File: config.mk
export PLATFORM = sky130hd
export DESIGN_NAME = bht_update_sched_flat
export DESIGN_NICKNAME = d
export VERILOG_FILES = /design/src/rtl/bht_update_sched_if.sv /design/src/rtl/bht_update_sched.sv /design/src/flat_wrapper.sv
export SDC_FILE = /design/constraint.sdc
export NUM_CORES = 1
export LEC_CHECK = 0
export ABC_AREA = 1
export BUFFER_PORTS_ARGS = -buffer_cell sky130_fd_sc_hd__buf_2
export CAP_MARGIN = 0
export CORE_AREA = 10 10 78 67
export DETAILED_ROUTE_END_ITERATION = 7
export DIE_AREA = 0 0 88 77
export PLACE_DENSITY = 0.77
export SYNTH_ARGS = -nofsm -noshare
export SYNTH_HDL_FRONTEND = slang
export SYNTH_SLANG_ARGS = --single-unit
File: constraint.sdc
create_clock -name clk -period 2.2 [get_ports clk]
set_clock_uncertainty 0.2 [all_clocks]
set_input_delay 0.22 -clock clk [delete_from_list [all_inputs] [get_ports clk]]
set_output_delay 0.22 -clock clk [all_outputs]
set_load 0.005 [all_outputs]
File: src/rtl/bht_update_sched_if.sv
// Port bundle between the branch-resolve/fetch side, the BHT array and the update scheduler.
// The scheduler connects through the slave modport; the environment uses master.
interface bht_update_sched_if #(
  parameter int IDX_W = 3
);
  logic             upd_valid;
  logic             upd_clr;
  logic [IDX_W-1:0] upd_idx;
  logic             upd_taken;
  logic             upd_ready;
  logic             flush_req;
  logic             lookup_valid;
  logic [IDX_W-1:0] lookup_idx;
  logic             lookup_grant;
  logic             bht_re;
  logic             bht_we;
  logic [IDX_W-1:0] bht_idx;
  logic [1:0]       bht_wdata;
  logic [1:0]       bht_rdata;
  logic             busy;
  logic             flush_done;

  modport master (
    output upd_valid, upd_clr, upd_idx, upd_taken, flush_req,
           lookup_valid, lookup_idx, bht_rdata,
    input  upd_ready, lookup_grant, bht_re, bht_we, bht_idx, bht_wdata,
           busy, flush_done
  );

  modport slave (
    input  upd_valid, upd_clr, upd_idx, upd_taken, flush_req,
           lookup_valid, lookup_idx, bht_rdata,
    output upd_ready, lookup_grant, bht_re, bht_we, bht_idx, bht_wdata,
           busy, flush_done
  );
endinterface

File: src/rtl/bht_update_sched.sv
// Single-port BHT access scheduler: fetch lookups, queued 2-bit counter updates,
// entry clears and whole-table sweeps share one array port.
//
// state    | meaning
// ---------+-----------------------------------------------------------
// S_IDLE   | arbitrate: pending flush, queue head (clear/read) or lookup
// S_UPD_WR | write back saturated counter for the head update, pop it
// S_SWEEP  | write 2'b01 to every entry, one per cycle
module bht_update_sched #(
  parameter int IDX_W      = 3,
  parameter int FIFO_DEPTH = 4,
  parameter int STARVE_LIM = 4
) (
  input logic              clk,
  input logic              reset,
  bht_update_sched_if.slave bus
);
  localparam int PTR_W = $clog2(FIFO_DEPTH);
  localparam int ENT_W = IDX_W + 2;
  localparam int SC_W  = $clog2(STARVE_LIM + 1);
  localparam logic [IDX_W-1:0] LAST_IDX   = '1;
  localparam logic [SC_W-1:0]  STARVE_MAX = SC_W'(STARVE_LIM);

  typedef enum logic [1:0] {S_IDLE, S_UPD_WR, S_SWEEP} state_t;
  state_t state, state_nx;

  logic [ENT_W-1:0] q_mem [FIFO_DEPTH];
  logic [PTR_W:0]   wr_ptr, rd_ptr;
  logic             flush_pend, flush_again;
  logic [IDX_W-1:0] sweep_idx;
  logic [SC_W-1:0]  starve_cnt;

  logic             empty, full, push, pop, lose;
  logic [ENT_W-1:0] head;
  logic             head_clr, head_taken, head_wins, sweep_last;
  logic [IDX_W-1:0] head_idx;
  logic [1:0]       upd_wdata;

  logic             re_c, we_c, grant_c, done_c, ready_c;
  logic [IDX_W-1:0] idx_c;
  logic [1:0]       wdata_c;

  assign empty      = (wr_ptr == rd_ptr);
  assign full       = (wr_ptr[PTR_W] != rd_ptr[PTR_W]) &&
                      (wr_ptr[PTR_W-1:0] == rd_ptr[PTR_W-1:0]);
  assign head       = q_mem[rd_ptr[PTR_W-1:0]];
  assign head_clr   = head[ENT_W-1];
  assign head_idx   = head[ENT_W-2:1];
  assign head_taken = head[0];
  assign head_wins  = !empty && (!bus.lookup_valid || (starve_cnt == STARVE_MAX));
  assign sweep_last = (sweep_idx == LAST_IDX);

  always_comb begin
    upd_wdata = bus.bht_rdata;
    if (head_taken) begin
      if (bus.bht_rdata != 2'b11) upd_wdata = bus.bht_rdata + 2'b01;
    end else begin
      if (bus.bht_rdata != 2'b00) upd_wdata = bus.bht_rdata - 2'b01;
    end
  end

  // All outputs are held low while reset is asserted so no partial write escapes.
  assign ready_c = !reset && !full && !flush_pend && !bus.flush_req && (state != S_SWEEP);
  assign push    = bus.upd_valid && ready_c;

  always_ff @(posedge clk) begin
    if (reset) state <= S_IDLE;
    else       state <= state_nx;
  end

  always_comb begin
    state_nx = state;
    case (state)
      S_IDLE: begin
        if (flush_pend)                 state_nx = S_SWEEP;
        else if (head_wins && !head_clr) state_nx = S_UPD_WR;
      end
      S_UPD_WR: state_nx = S_IDLE;
      S_SWEEP:  if (sweep_last) state_nx = S_IDLE;
      default:  state_nx = S_IDLE;
    endcase
  end

  always_comb begin
    re_c    = 1'b0;
    we_c    = 1'b0;
    idx_c   = '0;
    wdata_c = 2'b00;
    grant_c = 1'b0;
    done_c  = 1'b0;
    pop     = 1'b0;
    lose    = 1'b0;
    if (!reset) begin
      case (state)
        S_IDLE: begin
          if (flush_pend) begin
            re_c = 1'b0;
          end else if (head_wins) begin
            idx_c = head_idx;
            if (head_clr) begin
              we_c    = 1'b1;
              wdata_c = 2'b01;
              pop     = 1'b1;
            end else begin
              re_c = 1'b1;
            end
          end else if (bus.lookup_valid) begin
            re_c    = 1'b1;
            idx_c   = bus.lookup_idx;
            grant_c = 1'b1;
            lose    = !empty;
          end
        end
        S_UPD_WR: begin
          we_c    = 1'b1;
          idx_c   = head_idx;
          wdata_c = upd_wdata;
          pop     = 1'b1;
        end
        S_SWEEP: begin
          we_c    = 1'b1;
          idx_c   = sweep_idx;
          wdata_c = 2'b01;
          done_c  = sweep_last;
        end
        default: re_c = 1'b0;
      endcase
    end
  end

  always_ff @(posedge clk) begin
    if (reset) begin
      wr_ptr      <= '0;
      rd_ptr      <= '0;
      flush_pend  <= 1'b1;
      flush_again <= 1'b0;
      sweep_idx   <= '0;
      starve_cnt  <= '0;
    end else if (state == S_IDLE && flush_pend) begin
      wr_ptr      <= '0;
      rd_ptr      <= '0;
      flush_again <= 1'b0;
      sweep_idx   <= '0;
      starve_cnt  <= '0;
    end else begin
      if (push) wr_ptr <= wr_ptr + (PTR_W+1)'(1);
      if (pop)  rd_ptr <= rd_ptr + (PTR_W+1)'(1);
      if (pop)
        starve_cnt <= '0;
      else if (lose && starve_cnt != STARVE_MAX)
        starve_cnt <= starve_cnt + SC_W'(1);
      if (state == S_SWEEP) begin
        sweep_idx <= sweep_idx + IDX_W'(1);
        // A flush requested mid-sweep buys one more complete sweep.
        if (sweep_last) begin
          flush_pend  <= flush_again || bus.flush_req;
          flush_again <= 1'b0;
        end else if (bus.flush_req) begin
          flush_again <= 1'b1;
        end
      end else if (bus.flush_req) begin
        flush_pend <= 1'b1;
      end
    end
  end

  always_ff @(posedge clk) begin
    if (push) q_mem[wr_ptr[PTR_W-1:0]] <= {bus.upd_clr, bus.upd_idx, bus.upd_taken};
  end

  assign bus.upd_ready    = ready_c;
  assign bus.lookup_grant = grant_c;
  assign bus.bht_re       = re_c;
  assign bus.bht_we       = we_c;
  assign bus.bht_idx      = idx_c;
  assign bus.bht_wdata    = wdata_c;
  assign bus.flush_done   = done_c;
  assign bus.busy         = !reset && ((state != S_IDLE) || !empty || flush_pend);
endmodule
File: src/flat_wrapper.sv
// flat-port wrapper written by rule: the top's interface ports become plain ports
module bht_update_sched_flat 
#(
  parameter int IDX_W      = 3,
  parameter int FIFO_DEPTH = 4,
  parameter int STARVE_LIM = 4
)
  (clk, reset, bus_upd_valid, bus_upd_clr, bus_upd_idx, bus_upd_taken, bus_flush_req, bus_lookup_valid, bus_lookup_idx, bus_bht_rdata, bus_upd_ready, bus_lookup_grant, bus_bht_re, bus_bht_we, bus_bht_idx, bus_bht_wdata, bus_busy, bus_flush_done);
  bht_update_sched_if #(.IDX_W(IDX_W)) bus_i ();
  input logic clk;
  input logic reset;
  input wire logic [$bits(bus_i.upd_valid)-1:0] bus_upd_valid;
  input wire logic [$bits(bus_i.upd_clr)-1:0] bus_upd_clr;
  input wire logic [$bits(bus_i.upd_idx)-1:0] bus_upd_idx;
  input wire logic [$bits(bus_i.upd_taken)-1:0] bus_upd_taken;
  input wire logic [$bits(bus_i.flush_req)-1:0] bus_flush_req;
  input wire logic [$bits(bus_i.lookup_valid)-1:0] bus_lookup_valid;
  input wire logic [$bits(bus_i.lookup_idx)-1:0] bus_lookup_idx;
  input wire logic [$bits(bus_i.bht_rdata)-1:0] bus_bht_rdata;
  output wire logic [$bits(bus_i.upd_ready)-1:0] bus_upd_ready;
  output wire logic [$bits(bus_i.lookup_grant)-1:0] bus_lookup_grant;
  output wire logic [$bits(bus_i.bht_re)-1:0] bus_bht_re;
  output wire logic [$bits(bus_i.bht_we)-1:0] bus_bht_we;
  output wire logic [$bits(bus_i.bht_idx)-1:0] bus_bht_idx;
  output wire logic [$bits(bus_i.bht_wdata)-1:0] bus_bht_wdata;
  output wire logic [$bits(bus_i.busy)-1:0] bus_busy;
  output wire logic [$bits(bus_i.flush_done)-1:0] bus_flush_done;
  assign bus_i.upd_valid = bus_upd_valid;
  assign bus_i.upd_clr = bus_upd_clr;
  assign bus_i.upd_idx = bus_upd_idx;
  assign bus_i.upd_taken = bus_upd_taken;
  assign bus_i.flush_req = bus_flush_req;
  assign bus_i.lookup_valid = bus_lookup_valid;
  assign bus_i.lookup_idx = bus_lookup_idx;
  assign bus_i.bht_rdata = bus_bht_rdata;
  assign bus_upd_ready = bus_i.upd_ready;
  assign bus_lookup_grant = bus_i.lookup_grant;
  assign bus_bht_re = bus_i.bht_re;
  assign bus_bht_we = bus_i.bht_we;
  assign bus_bht_idx = bus_i.bht_idx;
  assign bus_bht_wdata = bus_i.bht_wdata;
  assign bus_busy = bus_i.busy;
  assign bus_flush_done = bus_i.flush_done;
  bht_update_sched #(.IDX_W(IDX_W), .FIFO_DEPTH(FIFO_DEPTH), .STARVE_LIM(STARVE_LIM)) u_core (.clk(clk), .reset(reset), .bus(bus_i));
endmodule
==> out/results.txt <==
Outcome: completed
Clock buffer count from CTS: 5
Number of cell rows: 20
Routed WL: 4330 um
Initial antenna violation count: 0
DRC violation total after the first TritonRoute iteration: 226
Via count of the first global-routing pass: 1619
Final hold violation count: 0
Placed inst area: 2240 sq um
Net Count, Synth: 269
Clock Tree Buf Depth: 2
Proportion of synthesized chip area in sequential cells: 47.4%
Final HPWL from detailed placement: 3300 um
Number of buffers added on ports: 25
Area added between synthesis and finish: 20.2%
Gate count after technology mapping: 241
Classification of the worst-slack hold path: in -> reg
Critical path start-end classification: reg -> out
# H-tree levels: 2
Critical path required time: 1.78 ns
Cell depth of the worst min-delay path: 3
Peak supply drop: 0.000492 V
Max Cap Violations: 0
Overall die width: 88 um
Commonest cells after routing, fill and taps aside: nand2_1, inv_1, nor2_1, buf_2
Wire length on met1: 1920 um
Mean Syn Cell Area: 8.41 sq um
Hold WS: 0.0397 ns
Yosys warning total: 0
Worst-path fanout max: 6
Total die area: 6780 sq um
Final design instance area without fill: 2440 sq um
Net total in the final layout: 314
Floorplan die height: 77 um
Synth Cell Area: 2030 sq um
Pin slew with the least headroom to its limit: 0.326 ns
Ports: 26
Register-to-register path setup slack: 0.20 ns
Count of distinct cell types in the synthesized netlist: 29
Most common cell after layout, fill and taps aside: nand2_1
Grt ovf: 0
Startpoint of the most critical hold path: bus_upd_valid
Final ANT Viol Nets: 0
First-pass iteration count of the detailed router: 4
CTS Sinks: 38
Setup violation total in the final timing report: 0
Clock-pin slew on the worst setup and hold paths: 0.07 ns
Number of vias after detailed routing: 1682
Detailed-route vias per instance: 5.08
Starting density of the core: 55.1%
Setup crit start kind: register
Number of diodes added for antenna fixing: 0
Max Clock Freq: 0.478 GHz
Fill cell count: 293
Final Critical Period: 2.09 ns
End point of the most critical hold path: u_core.wr_ptr[0]
CTS tree: yes
Uppermost layer routed: met4
Period utilization: 95.2%
First-pass GRT wire length: 7290 um
Reg-to-Reg End: u_core.q_mem[0][2]
DR WL met3: 374 um
Pins Over Slew Limit: 0
Weighted congestion reported at the end of routability-driven placement: 0.954
Pwr per Cell Area: 785 nW/um^2
Synthesized flop and latch total: 38
Power, Total: 0.00191 W
Largest net degree at the start of global routing: 14
Max transition margin: 78.1%
Library cell used as clock root buffer: clkbuf_8
Worst Path Arrival: 1.67 ns
Placeable core area: 3680 sq um
Critical register-to-register path startpoint: u_core.state[0]
Post-detailed-route wirelength per cell: 13.1 um
Combined global-route utilization of all metal layers: 13.4%
Latest clock arrival within the worst-skew pair: 0.29 ns
Worst reg-to-reg path cell count: 8
Fraction of final layout cells sized beyond drive strength 1: 22.3%
Post-detailed-route DRC marker count: 0
Leak Pwr: 1.10 nW
CP Capture Type: output port
Met2 wire length: 1960 um
[sequential cells by signal, summed over array words and instances, names as in the netlist, named ones only]
| register | count |
|---|---|
| u_core.flush_again | 1 |
| u_core.flush_pend | 1 |
| u_core.q_mem | 20 |
| u_core.rd_ptr | 3 |
| u_core.starve_cnt | 3 |
| u_core.state | 2 |
| u_core.sweep_idx | 3 |
| u_core.wr_ptr | 3 |
[cell usage after synthesis (all sizes together)]
| library cell | n | area, sq um |
|---|---|---|
| nand2 | 56 | 225 |
| inv | 36 | 135 |
| nor2 | 29 | 116 |
| a21oi | 21 | 105 |
| edfxtp | 20 | 601 |
| dfxtp | 18 | 360 |
| nand3 | 18 | 113 |
| ha | 13 | 163 |
| o21ai | 7 | 35.0 |
| o211ai | 5 | 37.5 |
| buf | 3 | 13.8 |
| xor2 | 3 | 26.3 |
| a22oi | 2 | 15.0 |
| nand4 | 2 | 18.8 |
| nor3 | 2 | 10.0 |
| a31o | 1 | 8.76 |
| a31oi | 1 | 6.26 |
| clkinv | 1 | 3.75 |
| o21bai | 1 | 18.8 |
| or2 | 1 | 6.26 |
| xnor2 | 1 | 8.76 |
[metrics by stage]
step	cells	utilization [%]	setup slack (ns)	TNS, ns
3_5_place_dp	313	60.9	0.237	0
3_3_place_gp	313	60.9	0.244	0
6_report	331	66.3	0.106	0
5_1_grt	331	66.3	-0.00781	-0.00781
4_1_cts	327	64.7	0.00146	0
2_1_floorplan	241	-	0.213	0
[logic make-up (layout without fill, tap and decap cells)]
kind of cell	count (synthesis)	in the layout	synth area share, %
buf+inv	40	86	7.53
fa+ha+maj	13	13	8.02
compound gates	38	38	11.2
simple gates	108	108	24.1
xor+xnor	4	4	1.73
flops	38	38	47.4
[how the worst max path moves through the flow]
stage / from / endpoint / slack, ns / cells past startpoint
2_1_floorplan: u_core.state[0] / u_core.q_mem[0][0] / 0.21 / 8
3_3_place_gp: register / bus_bht_idx[1] / 0.24 / 6
3_5_place_dp: u_core.state[0] / u_core.q_mem[0][2] / 0.24 / 8
4_1_cts: u_core.state[0] / bus_bht_wdata[0] / 0.001 / 7
5_1_grt: u_core.state[0] / bus_bht_wdata[0] / -0.008 / 7
6_report: u_core.state[0] / bus_bht_wdata[0] / 0.11 / 7
[critical path, stage by stage (launching register included)]
cell and delay [ns]:
dfxtp_1 0.32, inv_1 0.10, ha_2 0.22, inv_1 0.08
nor2_4 0.20, nand4_4 0.16, a31oi_1 0.18, buf_2 0.13
[per-layer routing]
metal / up-vias / global-route usage [%]
met3: 7 / 4.75
met5: - / 0
met2: 47 / 20.1
met4: 0 / 4.94
met1: 752 / 17.3
li1: 876 / -
[timing repair]
item,in CTS,in global routing
endpoints found under the setup margin,5,6
endpoints found under the hold margin,21,0
pin swaps,0,3
buffers inserted,0,4
hold buffers,6,0
resized for setup,1,9
[where the power goes]
group          total (W)  internal (W)  switching [W]
combinational   0.000632      0.000245       0.000387
clock           0.000450      0.000218       0.000232
sequential      0.000832      0.000787      0.0000446
total            0.00191       0.00125       0.000663
[final cells by class]
type | instances | area, sq um | area share, %
clock buffer | 6 | 72.6 | 2.98
clock inverter | 2 | 8.76 | 0.359
inverter | 37 | 139 | 5.70
multi-input combinational | 163 | 933 | 38.3
sequential | 38 | 968 | 39.7
tap | 44 | 55.1 | 2.26
timing repair buffer | 41 | 260 | 10.7
(Power assumes the default switching activity.)
